`config.mk`:
```
export PLATFORM = sky130hd
export DESIGN_NAME = area_ctrl_sched
export DESIGN_NICKNAME = d
export VERILOG_FILES = /design/src/rtl/area_ctrl_sched.sv
export SDC_FILE = /design/constraint.sdc
export NUM_CORES = 1
export LEC_CHECK = 0
export ABC_CLOCK_PERIOD_IN_PS = 5300
export BUFFER_PORTS_ARGS = -buffer_cell sky130_fd_sc_hd__buf_2
export CAP_MARGIN = 10
export CORE_MARGIN = 8
export CORE_UTILIZATION = 35
export CTS_CLUSTER_SIZE = 28
export DETAILED_ROUTE_END_ITERATION = 7
export GPL_ROUTABILITY_DRIVEN = 0
export HOLD_SLACK_MARGIN = 0.05
export PLACE_DENSITY = 0.62
export SLEW_MARGIN = 20
export SYNTH_ARGS = -nofsm -noshare
export SYNTH_HDL_FRONTEND = slang
export SYNTH_SLANG_ARGS = --single-unit
export TNS_END_PERCENT = 100
```
`constraint.sdc`:
```
create_clock -name clk -period 5.3 [get_ports clk]
set_input_delay 0.795 -clock clk [delete_from_list [all_inputs] [get_ports clk]]
set_output_delay 0.795 -clock clk [all_outputs]
set_load 0.01 [all_outputs]
```
`src/rtl/area_ctrl_sched.sv`:
```
// -----------------------------------------------------------------------------
// area_ctrl_sched
//   Arbitrates four requesters for a shared combinational area-control decoder.
//   The winner's opcode is driven to the decoder for one ISSUE cycle, the result
//   is registered into ctrl_q, and the grant is then held for hold_len+1 HOLD
//   cycles plus one DONE cycle before the block returns to IDLE.
//
//   Build option:
//     AREA_SCHED_RR_EN  defined   -> round-robin arbitration (2-bit rr_ptr)
//                       undefined -> fixed priority, req[0] highest
//
//   Ports:
//     clk       in   1   clock, rising edge
//     rst_n     in   1   asynchronous active-low reset
//     req       in   4   request lines, bit i = requester i
//     op        in  28   opcodes, requester i on op[7i+6:7i]
//     hold_len  in   4   dwell count, HOLD lasts hold_len+1 cycles
//     dec_x     out  7   opcode to the decoder (zero in IDLE/DONE)
//     dec_y     in  26   decoder result for dec_x, same cycle
//     ctrl_q    out 26   registered control word
//     ctrl_vld  out  1   ctrl_q valid (HOLD cycles)
//     gnt       out  4   one-hot grant, zero when idle
//     busy      out  1   high whenever not IDLE
//     done      out  1   one-cycle completion pulse
// -----------------------------------------------------------------------------
module area_ctrl_sched (
  input  logic        clk,
  input  logic        rst_n,
  input  logic [3:0]  req,
  input  logic [27:0] op,
  input  logic [3:0]  hold_len,
  output logic [6:0]  dec_x,
  input  logic [25:0] dec_y,
  output logic [25:0] ctrl_q,
  output logic        ctrl_vld,
  output logic [3:0]  gnt,
  output logic        busy,
  output logic        done
);

  typedef enum logic [1:0] {
    IDLE  = 2'd0,
    ISSUE = 2'd1,
    HOLD  = 2'd2,
    DONE  = 2'd3
  } state_t;

  state_t      state;
  logic [6:0]  op_l;
  logic [3:0]  cnt;
  logic [6:0]  op_arr [4];
  logic [1:0]  win_idx;

`ifdef AREA_SCHED_RR_EN
  logic [1:0]  rr_ptr;
`endif

  // Split the packed opcode bus into one entry per requester.
  always_comb begin
    for (int k = 0; k < 4; k++) begin
      op_arr[k] = op[7*k +: 7];
    end
  end

  // Winner selection. Only meaningful when |req; the FSM ignores it otherwise.
  // NOTE: every variable assigned in an always_comb gets a default first, so no
  // path can leave it unassigned and infer a latch.
  always_comb begin
    logic       found;
    logic [1:0] idx;
    win_idx = 2'd0;
    found   = 1'b0;
    idx     = 2'd0;
    for (int k = 0; k < 4; k++) begin
`ifdef AREA_SCHED_RR_EN
      // Ascending search starting at rr_ptr; the 2-bit add wraps 3 -> 0.
      idx = rr_ptr + k[1:0];
`else
      idx = k[1:0];
`endif
      if (!found && req[idx]) begin
        found   = 1'b1;
        win_idx = idx;
      end
    end
  end

  // NOTE: all state below uses non-blocking assignments so every register
  // samples the pre-edge values, independent of statement order.
  always_ff @(posedge clk or negedge rst_n) begin
    if (!rst_n) begin
      state    <= IDLE;
      op_l     <= 7'h00;
      cnt      <= 4'h0;
      dec_x    <= 7'h00;
      ctrl_q   <= 26'h0;
      ctrl_vld <= 1'b0;
      gnt      <= 4'h0;
      busy     <= 1'b0;
      done     <= 1'b0;
`ifdef AREA_SCHED_RR_EN
      rr_ptr   <= 2'd0;
`endif
    end else begin
      case (state)
        IDLE: begin
          if (|req) begin
            op_l  <= op_arr[win_idx];
            dec_x <= op_arr[win_idx];
            cnt   <= hold_len;
            gnt   <= 4'b0001 << win_idx;
            busy  <= 1'b1;
            state <= ISSUE;
`ifdef AREA_SCHED_RR_EN
            rr_ptr <= win_idx + 2'd1;
`endif
          end
        end
        ISSUE: begin
          // dec_x already carries op_l this cycle, so dec_y is the decode of it.
          ctrl_q   <= dec_y;
          ctrl_vld <= 1'b1;
          state    <= HOLD;
        end
        HOLD: begin
          if (cnt == 4'h0) begin
            ctrl_vld <= 1'b0;
            done     <= 1'b1;
            dec_x    <= 7'h00;
            state    <= DONE;
          end else begin
            cnt <= cnt - 4'h1;
          end
        end
        DONE: begin
          done  <= 1'b0;
          gnt   <= 4'h0;
          busy  <= 1'b0;
          state <= IDLE;
        end
        default: state <= IDLE;
      endcase
    end
  end

endmodule

```
## Word level (Yosys, flattened, before mapping)

Cells that the tools add are included.

- Output and inout bits: 40
- Word-level logic and storage cells: 63
- Input port bits: 64
- Register bits: 46

- Mux-type cells: 26
- $lt $le $gt $ge: 1
- Bitwise logic cells: 1
- Equal/unequal tests: 6
- Reduce and logical (&&, ||, !) cells: 19
- $add $sub $neg: 1
- Shifts and indexed selects: 1

Operators by type and width:

| kind | number |
|---|---|
| 2-to-1 mux 7 bit | 4 |
| case mux 4 bit (2 select lines) | 2 |
| binary-select mux 7 bit (select 2 bit) | 1 |
| case mux 7 bit (2 select lines) | 1 |
| 2-to-1 mux 4 bit | 3 |
| 2-to-1 mux 2 bit | 4 |
| case mux 2 bit (4 select lines) | 1 |
| AND reduction 2 bit | 4 |
| nonzero test 2 bit | 4 |
| 2-to-1 mux 1 bit | 7 |
| inequality test 2 bit (second input constant) | 3 |
| case mux 1 bit (2 select lines) | 3 |
| AND reduction 3 bit | 2 |
| equality test 2 bit (second input constant) | 2 |
| logical NOT 4 bit | 1 |
| OR reduction 4 bit | 1 |
| left shift 1 x 2 -> 4 bit (first input constant) | 1 |
| subtractor 4 x 1 -> 4 bit (second input constant) | 1 |
| greater-or-equal comparator 3 bit (second input constant) | 1 |
| logical AND 1 bit | 3 |
| logical NOT 1 bit | 3 |
| NOT 2 -> 3 bit | 1 |
| equality test 2 x 1 -> 1 bit (second input constant) | 1 |
| logical NOT 2 bit | 1 |

## Longest topological paths before layout

- Word-level depth: 16
- Depth in mapped cells: 8
- Mapped depth without buffers: 6

## Worst setup path after synthesis

No wires, ideal clock.

- Kind: input to register
- Start point: in req[1]
- End point: reg cnt[3]
- Buffers on the path: 1
- Setup time: 124 ps
- Slack: 3,151 ps
- Data arrival time: 2,025 ps
- Stages on the path: 5
- Required time: 5,176 ps
- Cell sequence: or4b_1 -> buf_6 -> o221ai_4 -> o21ai_0 -> a211o_1

- Word-level cells in the longest chain between the ends: 3

Ends and longest elaborated chain:

| element | RTL line | text |
|---|---|---|
| from (decl) | 29 | `input logic [3:0] req,` |
| OR reduction 4 bit | 107 | `if (\|req) begin` |
| inequality test 2 bit (no line) | -- |  |
| AND reduction 3 bit (no line) | -- |  |
| to (signal assigned) | 110 | `cnt <= hold_len;` |
| to (signal assigned) | 132 | `cnt <= cnt - 4'h1;` |
| to (decl) | 50 | `logic [3:0] cnt;` |

Every way passes these cells.
A chain may end at the register's enable or synchronous reset.

## Worst setup path after layout

- Start point: reg state[1]
- End point: reg dec_x[4]

- Word-level cells in the longest chain between the ends: 3
- Elaborated cells between the ends (all ways): 7
- Those cells by class: 3 x eq/ne; 1 x mux; 3 x reduce/logical

Ends and longest elaborated chain:

| element | RTL line | text |
|---|---|---|
| from (decl) | 48 | `state_t state;` |
| from (signal assigned) | 92 | `state <= IDLE;` |
| from (signal assigned) | 113 | `state <= ISSUE;` |
| from (signal assigned) | 123 | `state <= HOLD;` |
| equality test 2 bit / logical NOT 2 bit (equally long branches) | 105 | `case (state)` |
| inequality test 2 bit (no line) / nonzero test 2 bit (equally long branches) | -- |  |
| AND reduction 3 bit (no line) | -- |  |
| to (signal assigned) | 109 | `dec_x <= op_arr[win_idx];` |
| to (decl) | 32 | `output logic [6:0] dec_x,` |

Parallel ways exist; a longest one is shown, timed or not.

==> impl_results.html <==
<table>
<tr><th>Metric</th><th>Value</th></tr>
<tr><th colspan="2">GRT</th></tr>
<tr><td>Number of antenna violations at the first check in global routing</td><td>1</td></tr>
<tr><td>Global-route wire length before repair</td><td>9470 µm</td></tr>
<tr><td>Vias in the first global route</td><td>between 1,500 and 2,000</td></tr>
<tr><td>Maximum number of pins on one net before global-route repair</td><td>between 40 and 50</td></tr>
<tr><td>Overall track demand over capacity in global routing</td><td>between 10% and 20%</td></tr>
<tr><td>Residual overflow from global routing</td><td>0</td></tr>
<tr><th colspan="2">Clock tree</th></tr>
<tr><td>Resized Gates After CTS</td><td>0</td></tr>
<tr><td>Clk pin slew, worst setup/hold paths</td><td>~0.090 ns</td></tr>
<tr><td>Skew-Pair Late Insertion Delay</td><td>~0.30 ns</td></tr>
<tr><td>Clock tree root driver cell</td><td>sky130_fd_sc_hd__clkbuf_8</td></tr>
<tr><td>Clock buffer count from CTS</td><td>5</td></tr>
<tr><td>TritonCTS clock tree</td><td>done</td></tr>
<tr><td>Number of hold buffers added after cts</td><td>0</td></tr>
<tr><td>Buffer depth of the longest clock path</td><td>2</td></tr>
<tr><td>Buffers inserted during post-CTS setup optimization</td><td>0</td></tr>
<tr><td>Sink Count</td><td>46</td></tr>
<tr><td>Level count of the clock H-tree</td><td>2</td></tr>
<tr><th colspan="2">Timing</th></tr>
<tr><td>Final Setup Violations</td><td>0</td></tr>
<tr><td>Final count of hold timing violations</td><td>0</td></tr>
<tr><td>Setup repair after global routing missed its margin</td><td>false</td></tr>
<tr><td>Min cycle time layout</td><td>between 2 and 2.5 ns</td></tr>
<tr><td>Normalized max-slew margin</td><td>about three fifths</td></tr>
<tr><td>Period utilisation layout</td><td>a little under half</td></tr>
<tr><td>Transition at the pin with the smallest max-transition slack</td><td>0.629 ns</td></tr>
<tr><td>Setup TNS</td><td>0 ns</td></tr>
<tr><td>Achievable clock frequency</td><td>around 400 MHz</td></tr>
<tr><td>Final setup skew</td><td>a little under 0.004 ns</td></tr>
<tr><td>Fin. max-slew vios</td><td>0</td></tr>
<tr><th colspan="2">Synth</th></tr>
<tr><td>#FFs+latches synth</td><td>46</td></tr>
<tr><td>Syn Nets</td><td>roughly 260</td></tr>
<tr><td>Synthesis Warnings</td><td>0</td></tr>
<tr><td>Area share of the leading cell type in the synthesized netlist</td><td>52.9%</td></tr>
<tr><td>Post-synth ARST share</td><td>100%</td></tr>
<tr><td>Most used flip-flop cell after synthesis</td><td>sky130_fd_sc_hd__dfrtp_1</td></tr>
<tr><td>Largest cells by area after synthesis</td><td>sky130_fd_sc_hd__dfrtp_1, sky130_fd_sc_hd__mux2_2, sky130_fd_sc_hd__ha_1</td></tr>
<tr><td>Syn Std Cell Area</td><td>2180 µm²</td></tr>
<tr><td>Seq/Total Area, Yosys</td><td>52.9%</td></tr>
<tr><td>Number of enable-type register cells in the synthesized netlist</td><td>0</td></tr>
<tr><td>Post-Syn Instances</td><td>185</td></tr>
<tr><td>Leading area contributor after synthesis</td><td>sky130_fd_sc_hd__dfrtp_1</td></tr>
<tr><td>Number of unique standard cell types used by synthesis</td><td>35</td></tr>
<tr><td>Avg Inst Size Synth</td><td>roughly 12 µm²</td></tr>
<tr><th colspan="2">Worst setup path</th></tr>
<tr><td>Start-to-end type of the worst setup path</td><td>flop to flop</td></tr>
<tr><td>Category of the worst setup path launch point</td><td>flop</td></tr>
<tr><td>CP Data Arrival Time</td><td>2.66 ns</td></tr>
<tr><td>Crit end category</td><td>flop</td></tr>
<tr><td>CP Data Required Time</td><td>about 5.5 ns</td></tr>
<tr><td>Largest fanout of any net on the critical path</td><td>10</td></tr>
<tr><th colspan="2">Place</th></tr>
<tr><td>Placed wire-length estimate after detailed placement</td><td>4460 µm</td></tr>
<tr><td>Count of input and output buffers</td><td>103</td></tr>
<tr><th colspan="2">Job</th></tr>
<tr><td>Max_cap viols</td><td>0</td></tr>
<tr><th colspan="2">Layout</th></tr>
<tr><td>Diodes inserted</td><td>0</td></tr>
<tr><td>Most frequent cells in the layout</td><td>sky130_fd_sc_hd__buf_2, sky130_fd_sc_hd__dfrtp_1, sky130_fd_sc_hd__mux2_2, sky130_fd_sc_hd__nand2_1, sky130_fd_sc_hd__nor2_1</td></tr>
<tr><td>Share of post-route cells with drive strength above 1</td><td>about half</td></tr>
<tr><td>Signed area change from the synthesized netlist to the final layout</td><td>31.7%</td></tr>
<tr><td>Flip-flop and latch area</td><td>~1200 µm²</td></tr>
<tr><td>Multi-input gate area</td><td>956 µm²</td></tr>
<tr><td>Fill cell total of the finished layout</td><td>580</td></tr>
<tr><td>Fin nets</td><td>around 360</td></tr>
<tr><td>Leading cell type in the layout, fill and taps excluded</td><td>sky130_fd_sc_hd__buf_2</td></tr>
<tr><th colspan="2">Drt</th></tr>
<tr><td>Final antenna-violating net count</td><td>0</td></tr>
<tr><td>Via Count</td><td>1,753</td></tr>
<tr><td>DR pass1 iterations</td><td>4</td></tr>
<tr><td>Routed length per placed instance</td><td>approximately 16 µm</td></tr>
<tr><td>Drc violations</td><td>0</td></tr>
<tr><td>Wire length after detailed routing</td><td>around 5800 µm</td></tr>
<tr><td>Mean number of vias per cell</td><td>about 4.8</td></tr>
<tr><td>Count of routing violations after the opening detailed-route iteration</td><td>84</td></tr>
<tr><th colspan="2">Worst hold path</th></tr>
<tr><td>Min-delay worst type</td><td>flop to flop</td></tr>
<tr><th colspan="2">Floorplanning</th></tr>
<tr><td>Core region area</td><td>between 5000 and 6000 µm²</td></tr>
<tr><td>Effective utilization at floorplan</td><td>36.5%</td></tr>
<tr><td>Die Span Y</td><td>94.8 µm</td></tr>
<tr><td>Number of top-level pins</td><td>around 100</td></tr>
<tr><td>Die span in x</td><td>~95 µm</td></tr>
<tr><td>Area of the die</td><td>about 9000 µm²</td></tr>
<tr><td>Number of rows in the core area</td><td>28</td></tr>
<tr><th colspan="2">Power</th></tr>
<tr><td>Final total power</td><td>about 1.6 mW</td></tr>
<tr><td>Psw</td><td>roughly 0.6 mW</td></tr>
<tr><td>Power density over the cells</td><td>approximately 570 nW/µm²</td></tr>
<tr><td>Internal Power</td><td>roughly 1.0 mW</td></tr>
<tr><td>Combinational power share</td><td>45.8%</td></tr>
<tr><td>Leak pwr</td><td>1.39 nW</td></tr>
<tr><td>Switching Share</td><td>between 30% and 40%</td></tr>
<tr><td>Share of power burned in registers</td><td>roughly 38%</td></tr>
<tr><td>Worst supply voltage drop on vdd</td><td>roughly 0.00027 V</td></tr>
<tr><td>Fraction of power consumed by the clock network</td><td>16.2%</td></tr>
<tr><th colspan="2">Outcome</th></tr>
<tr><td>Status</td><td>completed</td></tr>
</table>
[flip-flops by register name, summed over array words and instances, names as in the netlist]
| signal | count |
|---|---|
| done | 1 |
| dec_x | 7 |
| gnt | 4 |
| ctrl_vld | 1 |
| ctrl_q | 26 |
| cnt | 4 |
| busy | 1 |
| state | 2 |
[through the flow]
stage / worst slack, ns / hold slack (ns) / area [µm²] / utilization (%) / instances
2_1_floorplan: 3.15 / 0.465 / 2180 / - / 185
3_3_place_gp: 2.89 / 0.458 / 2750 / 46.2 / 357
3_5_place_dp: 2.87 / 0.470 / 2750 / 46.2 / 357
4_1_cts: 2.85 / 0.490 / 2860 / 48.1 / 365
5_1_grt: 2.65 / 0.523 / 2870 / 48.1 / 365
6_report: 2.85 / 0.484 / 2870 / 48.1 / 365
[critical path, stage by stage (launching register included)]
cell and delay (ns):
sky130_fd_sc_hd__dfrtp_1 0.42, sky130_fd_sc_hd__inv_1 0.12, sky130_fd_sc_hd__ha_1 0.44, sky130_fd_sc_hd__or4b_1 0.66
sky130_fd_sc_hd__o2bb2ai_1 0.52, sky130_fd_sc_hd__nand2_1 0.12, sky130_fd_sc_hd__o31ai_1 0.08
[power groups by stage]
stage	clock network [mW]	registers (mW)	logic, mW
global placement	0	0.620	0.754
finish	0.266	0.622	0.752
detailed placement	0	0.629	0.769
global route	0.291	0.648	0.838
CTS	0.276	0.623	0.768
floorplan	0	0.694	0.426
[final timing paths]
path / from / to / slack [ns] / depth (start not counted)
min in group asynchronous: rst_n / ctrl_q[13] / 0.49 / 1
max in group asynchronous: rst_n / dec_x[1] / 4.42 / 1
worst min-delay path: dec_x[1] / dec_x[1] / 0.48 / 2
worst min register to register: dec_x[1] / dec_x[1] / 0.48 / 2
worst max register to register: state[1] / dec_x[4] / 2.85 / 6
worst max-delay path: state[1] / dec_x[4] / 2.85 / 6
[synth_stat cells (all sizes together), types with 3 or more instances]
library cell	instances
mux2i	3
nand2	17
o21ai	10
buf	3
o31ai	7
clkbuf	4
nor2	13
ha	6
a21oi	5
nor2b	3
nand2b	9
mux2	27
o221ai	8
dfrtp	46
inv	7
[layout make-up]
type                            count  share of cell area, %
Sequential cell                    46                   40.2
Multi-Input combinational cell    125                   33.4
Timing Repair Buffer              104                   18.3
Tap cell                           75                   3.28
Inverter                            7                  0.917
Clock buffer                        5                   2.40
Clock inverter                      3                   1.53
[per-layer routing]
metal,GRT usage (%),share of wire (%)
met5,0,0.23
met4,4.29,1.1
met3,4.52,8.4
met2,21.5,47
met1,16.4,43
[kinds of logic after synthesis]
| logic type | count (synthesis) | share of synthesized area [%] |
|---|---|---|
| fa+ha+maj | 6 | 3.45 |
| compound gates | 38 | 13.0 |
| simple gates | 51 | 12.1 |
| mux | 30 | 15.4 |
| flops | 46 | 52.9 |
| buf+inv | 14 | 3.16 |
Note: power is estimated with default switching activity, not from simulation.
